--- src/rtl/alu_share_arbiter_pkg.sv ---
// Shared definitions for the ALU sharing arbiter: op encodings, widths and op legality.
package alu_share_arbiter_pkg;

    localparam int unsigned OP_WIDTH     = 3;
    localparam int unsigned WORD_LEN_DEF = 32;

    typedef enum logic [OP_WIDTH-1:0] {
        ADD = 3'd0,
        SUB = 3'd1,
        AND = 3'd2,
        OR  = 3'd3
    } alu_op_e;

    function automatic logic is_legal_op(input logic [OP_WIDTH-1:0] op);
        return op < OP_WIDTH'(4);
    endfunction

endpackage

--- src/rtl/alu_share_arbiter_if.sv ---
// Requester-side bundle: packed per-requester request fields and the shared response.
interface alu_share_arbiter_if
    import alu_share_arbiter_pkg::*;
#(
    parameter int unsigned NUM_REQ  = 4,
    parameter int unsigned WORD_LEN = WORD_LEN_DEF
);
    logic [NUM_REQ-1:0]          req_valid;
    logic [NUM_REQ-1:0]          req_lock;
    logic [NUM_REQ*WORD_LEN-1:0] req_in1;
    logic [NUM_REQ*WORD_LEN-1:0] req_in2;
    logic [NUM_REQ*OP_WIDTH-1:0] req_op;
    logic [NUM_REQ-1:0]          req_ready;

    logic [NUM_REQ-1:0]          rsp_valid;
    logic [WORD_LEN-1:0]         rsp_result;
    logic                        rsp_zero;
    logic                        rsp_neg;
    logic                        rsp_lt;
    logic                        rsp_err;

    modport master (
        output req_valid, req_lock, req_in1, req_in2, req_op,
        input  req_ready, rsp_valid, rsp_result, rsp_zero, rsp_neg, rsp_lt, rsp_err
    );

    modport slave (
        input  req_valid, req_lock, req_in1, req_in2, req_op,
        output req_ready, rsp_valid, rsp_result, rsp_zero, rsp_neg, rsp_lt, rsp_err
    );
endinterface

--- src/rtl/alu_share_arbiter_rr_pick.sv ---
// Combinational round-robin picker: first valid requester at or above ptr, wrapping to 0.
module rr_pick #(
    parameter int unsigned NUM_REQ = 4,
    parameter int unsigned PTR_W   = 2
) (
    input  logic [NUM_REQ-1:0] valid,
    input  logic [PTR_W-1:0]   ptr,
    output logic [NUM_REQ-1:0] gnt,
    output logic               found
);

    always_comb begin
        gnt   = '0;
        found = 1'b0;
        // Upper segment [ptr..NUM_REQ-1] first, then the wrapped segment from 0.
        for (int unsigned i = 0; i < NUM_REQ; i++) begin
            if (!found && valid[i] && (i >= 32'(ptr))) begin
                gnt[i] = 1'b1;
                found  = 1'b1;
            end
        end
        for (int unsigned i = 0; i < NUM_REQ; i++) begin
            if (!found && valid[i]) begin
                gnt[i] = 1'b1;
                found  = 1'b1;
            end
        end
    end

endmodule

--- src/rtl/alu_share_arbiter.sv ---
// Shares one external ALU among NUM_REQ requesters: round-robin with bounded lock,
// combinational grant/operand mux and a one-cycle registered response.
module alu_share_arbiter
    import alu_share_arbiter_pkg::*;
#(
    parameter int unsigned NUM_REQ  = 4,
    parameter int unsigned WORD_LEN = WORD_LEN_DEF,
    parameter int unsigned LOCK_MAX = 4
) (
    input  logic                 clk,
    input  logic                 rst_n,
    alu_share_arbiter_if.slave   bus,
    output logic [WORD_LEN-1:0]  alu_in1,
    output logic [WORD_LEN-1:0]  alu_in2,
    output logic [OP_WIDTH-1:0]  alu_op,
    input  logic [WORD_LEN-1:0]  alu_result,
    input  logic                 alu_zero,
    input  logic                 alu_neg,
    input  logic                 alu_lt
);

    localparam int unsigned PTR_W = (NUM_REQ > 1) ? $clog2(NUM_REQ) : 1;
    localparam int unsigned CNT_W = $clog2(LOCK_MAX + 1);

    logic [PTR_W-1:0]    rr_ptr;
    logic [PTR_W-1:0]    lock_owner;
    logic                lock_active;
    logic [CNT_W-1:0]    lock_cnt;

    logic [NUM_REQ-1:0]  pick_gnt;
    logic                pick_found;
    logic [NUM_REQ-1:0]  owner_onehot;
    logic                locked_path;
    logic [NUM_REQ-1:0]  gnt;
    logic                any_gnt;
    logic [PTR_W-1:0]    gnt_idx;
    logic [WORD_LEN-1:0] sel_in1;
    logic [WORD_LEN-1:0] sel_in2;
    logic [OP_WIDTH-1:0] sel_op;
    logic                gnt_legal;

    rr_pick #(
        .NUM_REQ (NUM_REQ),
        .PTR_W   (PTR_W)
    ) u_rr_pick (
        .valid (bus.req_valid),
        .ptr   (rr_ptr),
        .gnt   (pick_gnt),
        .found (pick_found)
    );

    always_comb begin
        owner_onehot = NUM_REQ'(1) << lock_owner;
        locked_path  = lock_active && (|(bus.req_valid & owner_onehot))
                       && (lock_cnt < CNT_W'(LOCK_MAX));
        gnt          = locked_path ? owner_onehot : pick_gnt;
        any_gnt      = locked_path || pick_found;

        gnt_idx = '0;
        sel_in1 = '0;
        sel_in2 = '0;
        sel_op  = '0;
        for (int unsigned i = 0; i < NUM_REQ; i++) begin
            if (gnt[i]) begin
                gnt_idx = PTR_W'(i);
                sel_in1 = bus.req_in1[i*WORD_LEN +: WORD_LEN];
                sel_in2 = bus.req_in2[i*WORD_LEN +: WORD_LEN];
                sel_op  = bus.req_op[i*OP_WIDTH +: OP_WIDTH];
            end
        end
        gnt_legal = is_legal_op(sel_op);

        bus.req_ready = gnt;
        // Illegal ops still consume a grant but present a harmless ADD 0,0 to the ALU.
        alu_in1 = (any_gnt && gnt_legal) ? sel_in1 : '0;
        alu_in2 = (any_gnt && gnt_legal) ? sel_in2 : '0;
        alu_op  = (any_gnt && gnt_legal) ? sel_op  : '0;
    end

    // A grant won through normal arbitration restarts the count at 1, which also
    // covers the forced-release cycle once the count has reached LOCK_MAX.
    always_ff @(posedge clk or negedge rst_n) begin
        if (!rst_n) begin
            rr_ptr      <= '0;
            lock_active <= 1'b0;
            lock_owner  <= '0;
            lock_cnt    <= '0;
        end else if (any_gnt) begin
            rr_ptr <= (gnt_idx == PTR_W'(NUM_REQ - 1)) ? '0 : gnt_idx + PTR_W'(1);
            if (|(bus.req_lock & gnt)) begin
                lock_active <= 1'b1;
                lock_owner  <= gnt_idx;
                lock_cnt    <= locked_path ? lock_cnt + CNT_W'(1) : CNT_W'(1);
            end else begin
                lock_active <= 1'b0;
                lock_owner  <= '0;
                lock_cnt    <= '0;
            end
        end else begin
            lock_active <= 1'b0;
            lock_owner  <= '0;
            lock_cnt    <= '0;
        end
    end

    always_ff @(posedge clk or negedge rst_n) begin
        if (!rst_n) begin
            bus.rsp_valid  <= '0;
            bus.rsp_result <= '0;
            bus.rsp_zero   <= 1'b0;
            bus.rsp_neg    <= 1'b0;
            bus.rsp_lt     <= 1'b0;
            bus.rsp_err    <= 1'b0;
        end else begin
            bus.rsp_valid <= any_gnt ? gnt : '0;
            if (any_gnt) begin
                if (gnt_legal) begin
                    bus.rsp_result <= alu_result;
                    bus.rsp_zero   <= alu_zero;
                    bus.rsp_neg    <= alu_neg;
                    bus.rsp_lt     <= alu_lt;
                    bus.rsp_err    <= 1'b0;
                end else begin
                    bus.rsp_result <= '0;
                    bus.rsp_zero   <= 1'b0;
                    bus.rsp_neg    <= 1'b0;
                    bus.rsp_lt     <= 1'b0;
                    bus.rsp_err    <= 1'b1;
                end
            end
        end
    end

endmodule

--- src/flat_wrapper.sv ---
// flat-port wrapper written by rule: the top's interface ports become plain ports
module alu_share_arbiter_flat import alu_share_arbiter_pkg::*;
#(
    parameter int unsigned NUM_REQ  = 4,
    parameter int unsigned WORD_LEN = WORD_LEN_DEF,
    parameter int unsigned LOCK_MAX = 4
)
  (clk, rst_n, alu_in1, alu_in2, alu_op, alu_result, alu_zero, alu_neg, alu_lt, bus_req_valid, bus_req_lock, bus_req_in1, bus_req_in2, bus_req_op, bus_req_ready, bus_rsp_valid, bus_rsp_result, bus_rsp_zero, bus_rsp_neg, bus_rsp_lt, bus_rsp_err);
  alu_share_arbiter_if #(.NUM_REQ(NUM_REQ), .WORD_LEN(WORD_LEN)) bus_i ();
  input  logic clk;
  input  logic rst_n;
  output logic [WORD_LEN-1:0] alu_in1;
  output logic [WORD_LEN-1:0] alu_in2;
  output logic [OP_WIDTH-1:0] alu_op;
  input  logic [WORD_LEN-1:0] alu_result;
  input  logic alu_zero;
  input  logic alu_neg;
  input  logic alu_lt;
  input wire logic [$bits(bus_i.req_valid)-1:0] bus_req_valid;
  input wire logic [$bits(bus_i.req_lock)-1:0] bus_req_lock;
  input wire logic [$bits(bus_i.req_in1)-1:0] bus_req_in1;
  input wire logic [$bits(bus_i.req_in2)-1:0] bus_req_in2;
  input wire logic [$bits(bus_i.req_op)-1:0] bus_req_op;
  output wire logic [$bits(bus_i.req_ready)-1:0] bus_req_ready;
  output wire logic [$bits(bus_i.rsp_valid)-1:0] bus_rsp_valid;
  output wire logic [$bits(bus_i.rsp_result)-1:0] bus_rsp_result;
  output wire logic [$bits(bus_i.rsp_zero)-1:0] bus_rsp_zero;
  output wire logic [$bits(bus_i.rsp_neg)-1:0] bus_rsp_neg;
  output wire logic [$bits(bus_i.rsp_lt)-1:0] bus_rsp_lt;
  output wire logic [$bits(bus_i.rsp_err)-1:0] bus_rsp_err;
  assign bus_i.req_valid = bus_req_valid;
  assign bus_i.req_lock = bus_req_lock;
  assign bus_i.req_in1 = bus_req_in1;
  assign bus_i.req_in2 = bus_req_in2;
  assign bus_i.req_op = bus_req_op;
  assign bus_req_ready = bus_i.req_ready;
  assign bus_rsp_valid = bus_i.rsp_valid;
  assign bus_rsp_result = bus_i.rsp_result;
  assign bus_rsp_zero = bus_i.rsp_zero;
  assign bus_rsp_neg = bus_i.rsp_neg;
  assign bus_rsp_lt = bus_i.rsp_lt;
  assign bus_rsp_err = bus_i.rsp_err;
  alu_share_arbiter #(.NUM_REQ(NUM_REQ), .WORD_LEN(WORD_LEN), .LOCK_MAX(LOCK_MAX)) u_core (.clk(clk), .rst_n(rst_n), .bus(bus_i), .alu_in1(alu_in1), .alu_in2(alu_in2), .alu_op(alu_op), .alu_result(alu_result), .alu_zero(alu_zero), .alu_neg(alu_neg), .alu_lt(alu_lt));
endmodule
--- config.mk ---
export PLATFORM = sky130hd
export DESIGN_NAME = alu_share_arbiter_flat
export DESIGN_NICKNAME = d
export VERILOG_FILES = /design/src/rtl/alu_share_arbiter_pkg.sv /design/src/rtl/alu_share_arbiter_if.sv /design/src/rtl/alu_share_arbiter_rr_pick.sv /design/src/rtl/alu_share_arbiter.sv /design/src/flat_wrapper.sv
export SDC_FILE = /design/constraint.sdc
export NUM_CORES = 1
export LEC_CHECK = 0
export ABC_AREA = 1
export BUFFER_PORTS_ARGS = -buffer_cell sky130_fd_sc_hd__buf_2
export CORE_AREA = 8 8 158 160
export DETAILED_ROUTE_END_ITERATION = 10
export DIE_AREA = 0 0 166 168
export GPL_TIMING_DRIVEN = 0
export PLACE_DENSITY = 0.59
export SLEW_MARGIN = 20
export SYNTH_ARGS = -nofsm -noshare
export SYNTH_HDL_FRONTEND = slang
export SYNTH_SLANG_ARGS = --single-unit
--- constraint.sdc ---
create_clock -name clk -period 2.4 [get_ports clk]
set_input_delay 0.12 -clock clk [delete_from_list [all_inputs] [get_ports clk]]
set_output_delay 0.12 -clock clk [all_outputs]
set_load 0.05 [all_outputs]
==> metrics.txt <==
GRT Total Usage=23.1%; Die Wd=166 um; dpl cells=1,746; layout cells sized above 1=50.8%; HP Start=alu_result[29]; number of global-route vias before repair=9,081; global-route wire length before repair=51.7 mm; boundary pin count=424; clk sinks=48; worst slew pin tran=0.611 ns; Mean Syn Cell Area=5.53 um2; synth warn=0; RSZ-0062 raised after global routing=yes; CP Launch Type=flip-flop; Final Skew=0.00824 ns; Synth top area share=24.1%; antenna-violating nets left=0; pin count of the biggest net entering global routing=49; final hold vios=0; fin crit share=111%; Worst slew margin=59.3%; most area-hungry cell type in the Yosys netlist=nand3_1; WS Path Type=reg2out; WHS Path Cells=3; count of different cell masters after synthesis=27; # port buffers=422; TritonRoute pass-1 iters=7; Worst Path Arrival=2.54 ns; clock tree buffer depth=2; Detailed Route Iter0 Violations=534; Die H=168 um; Post-Route WL=34.9 mm; top cells by area, synth=nand3_1, dfrtp_1, nand2_1, inv_1, a21boi_0; Synth Register Bits=48; Clock transition at path regs=0.07 ns; final slew viol count=0; Setup WS post-layout=-0.263 ns; HP Class=in2reg; CTS tree=built; R2R cell count=18; R2R Path End=u_core.lock_owner[0]; Critical Path RT=2.28 ns; initial antenna violation count=5; row count=55; CP max FO=7; Starting Density=25.7%; fmax=376 MHz; Vias=8,885; status=complete, but fails checks; worst skew pair latency=0.29 ns; reg2reg setup slack=-0.17 ns; worst hold endpoint=u_core.bus.rsp_result[29]; Syn Nets=1,353; WL per Instance=19.1 um; die area=27,900 um2; post-layout net count=1,855; register area share after synthesis=20.9%; worst r2r src=u_core.lock_owner[0]; area of the core=22,400 um2; placed wire-length estimate=25.4 mm; total grt overflow=0; Finish-stage setup viols=68; GP Congestion=0.953; CTS Buf Count=5; Area Overhead vs Synth=103%; violated checks=negative setup slack; endpoint class of the critical path=output port; vias per cell=4.85; Syn Inst Count=1,039; final cell count without fillers=1,832; Max Cap Viol=0; Root Buffer Master=clkbuf_16; min Tclk post-route=2.66 ns; H-Tree Depth=2; Synth Cell Area=5740 um2; # DRC=0
-- per-stage QoR --
step | instance area, um2 | setup WS, ns | TNS (ns) | util, % | hold WS (ns)
2_1_floorplan | 5820 | -0.130 | -1.04 | - | -0.176
3_3_place_gp | 8290 | -0.803 | -36.53 | 37.1 | 0.364
3_5_place_dp | 8290 | -0.845 | -38.12 | 37.1 | 0.368
4_1_cts | 10900 | -0.205 | -8.35 | 48.9 | 0.0621
5_1_grt | 11700 | -0.374 | -20.53 | 52.2 | 0.0704
6_report | 11700 | -0.263 | -12.51 | 52.2 | 0.0677
-- area by class of cell --
cell class / instances / area [um2]
repair buffers: 500 / 3680
inverters: 211 / 800
clock inverters: 2 / 38.8
fillers: 2170 / 10700
clock buffers: 6 / 139
multi-input cells: 696 / 4500
well taps: 285 / 357
plain buffers: 79 / 943
flip-flops and latches: 48 / 1200
diodes: 5 / 12.5
-- Yosys cell counts, drive strengths merged --
library cell,count
inv,211
o21a,1
nor2,78
and2,2
a21boi,65
nor3,1
o21ai,6
buf,44
nand4,36
clkbuf,40
a21oi,3
conb,1
dfrtp,48
nand3,277
nand2,224
o211ai,1
ha,1
-- cell usage in the layout, fill, tap and decap left out, types with 3 or more instances in the layout --
cell / instances
bufbuf_16: 3
buf_12: 17
clkbuf_4: 11
diode_2: 5
o21ai_4: 4
nand2_2: 13
nor2_2: 22
nor2_1: 6
a21boi_2: 45
buf_2: 362
nand3_4: 11
buf_16: 6
inv_1: 203
nor2_4: 49
clkbuf_1: 7
buf_8: 47
nand3_2: 31
a21boi_1: 10
dfrtp_1: 47
buf_4: 40
nand2_4: 5
clkbuf_2: 9
a21boi_4: 10
nand4_1: 36
clkbuf_16: 18
nand2_1: 204
nand3_1: 235
clkbuf_8: 5
buf_6: 58
inv_2: 7
-- how the worst max path moves through the flow --
stage	slack (ns)	cells after the start	from	end
after floorplan	-0.13	12	u_core.lock_owner[0]	alu_in2[18]
after global placement	-0.80	12	u_core.lock_owner[0]	alu_in2[13]
after detailed placement	-0.85	12	u_core.lock_owner[0]	alu_in2[13]
after CTS	-0.20	13	u_core.lock_owner[0]	alu_in2[3]
after global routing	-0.37	13	u_core.lock_owner[0]	alu_in2[3]
final	-0.26	13	u_core.lock_owner[0]	alu_in2[3]
-- logic make-up (layout without fill, tap and decap cells) --
logic type	after synthesis	count (layout)	share of synthesized area, %
compound gates	76	76	9.54
simple gates	618	618	48.6
other cells	1	6	0.0653
fa+ha+maj	1	1	0.218
flops	48	48	20.9
buf+inv	295	798	20.6
-- layer usage --
| layer | up-vias | track usage [%] | wire length (um) |
|---|---|---|---|
| met4 | 2 | 7.04 | 977 |
| li1 | 4289 | - | - |
| met2 | 399 | 41.3 | 17700 |
| met1 | 4129 | 26.9 | 13800 |
| met3 | 66 | 5.31 | 2500 |
| met5 | - | 0 | 13 |
-- worst max-delay path, stage by stage (launching register included) --
cell and delay (ns):
dfrtp_1 0.42, inv_2 0.12, nand3_2 0.11, nand2_4 0.11, o21a_4 0.22, o21ai_4 0.13
nand3_2 0.11, nand2_4 0.07, nor2_8 0.12, nand3_4 0.10, buf_12 0.17, bufbuf_16 0.28
nor2_4 0.12, buf_8 0.15
-- flip-flops by register name (all words and copies together) (netlist names) --
name                   cells
u_core.lock_owner          2
u_core.bus.rsp_result     32
u_core.bus.rsp_valid       4
u_core.bus.rsp_zero        1
u_core.bus.rsp_err         1
u_core.lock_cnt            3
u_core.rr_ptr              2
u_core.bus.rsp_lt          1
u_core.lock_active         1
u_core.bus.rsp_neg         1
-- what timing repair did --
| action | 4_1_cts | 5_1_grt |
|---|---|---|
| hold buffers | 0 | 1 |
| pin swaps | 39 | 56 |
| setup buffers | 52 | 10 |
| gates resized for setup | 525 | 159 |
| endpoints found under the hold margin | 0 | 48 |
| gates cloned | 13 | 4 |
| endpoints found under the setup margin | 77 | 88 |
Power is left out: the tool's default activity adds up to more than one toggle a clock period on the data nets, which glitch-free logic cannot reach.
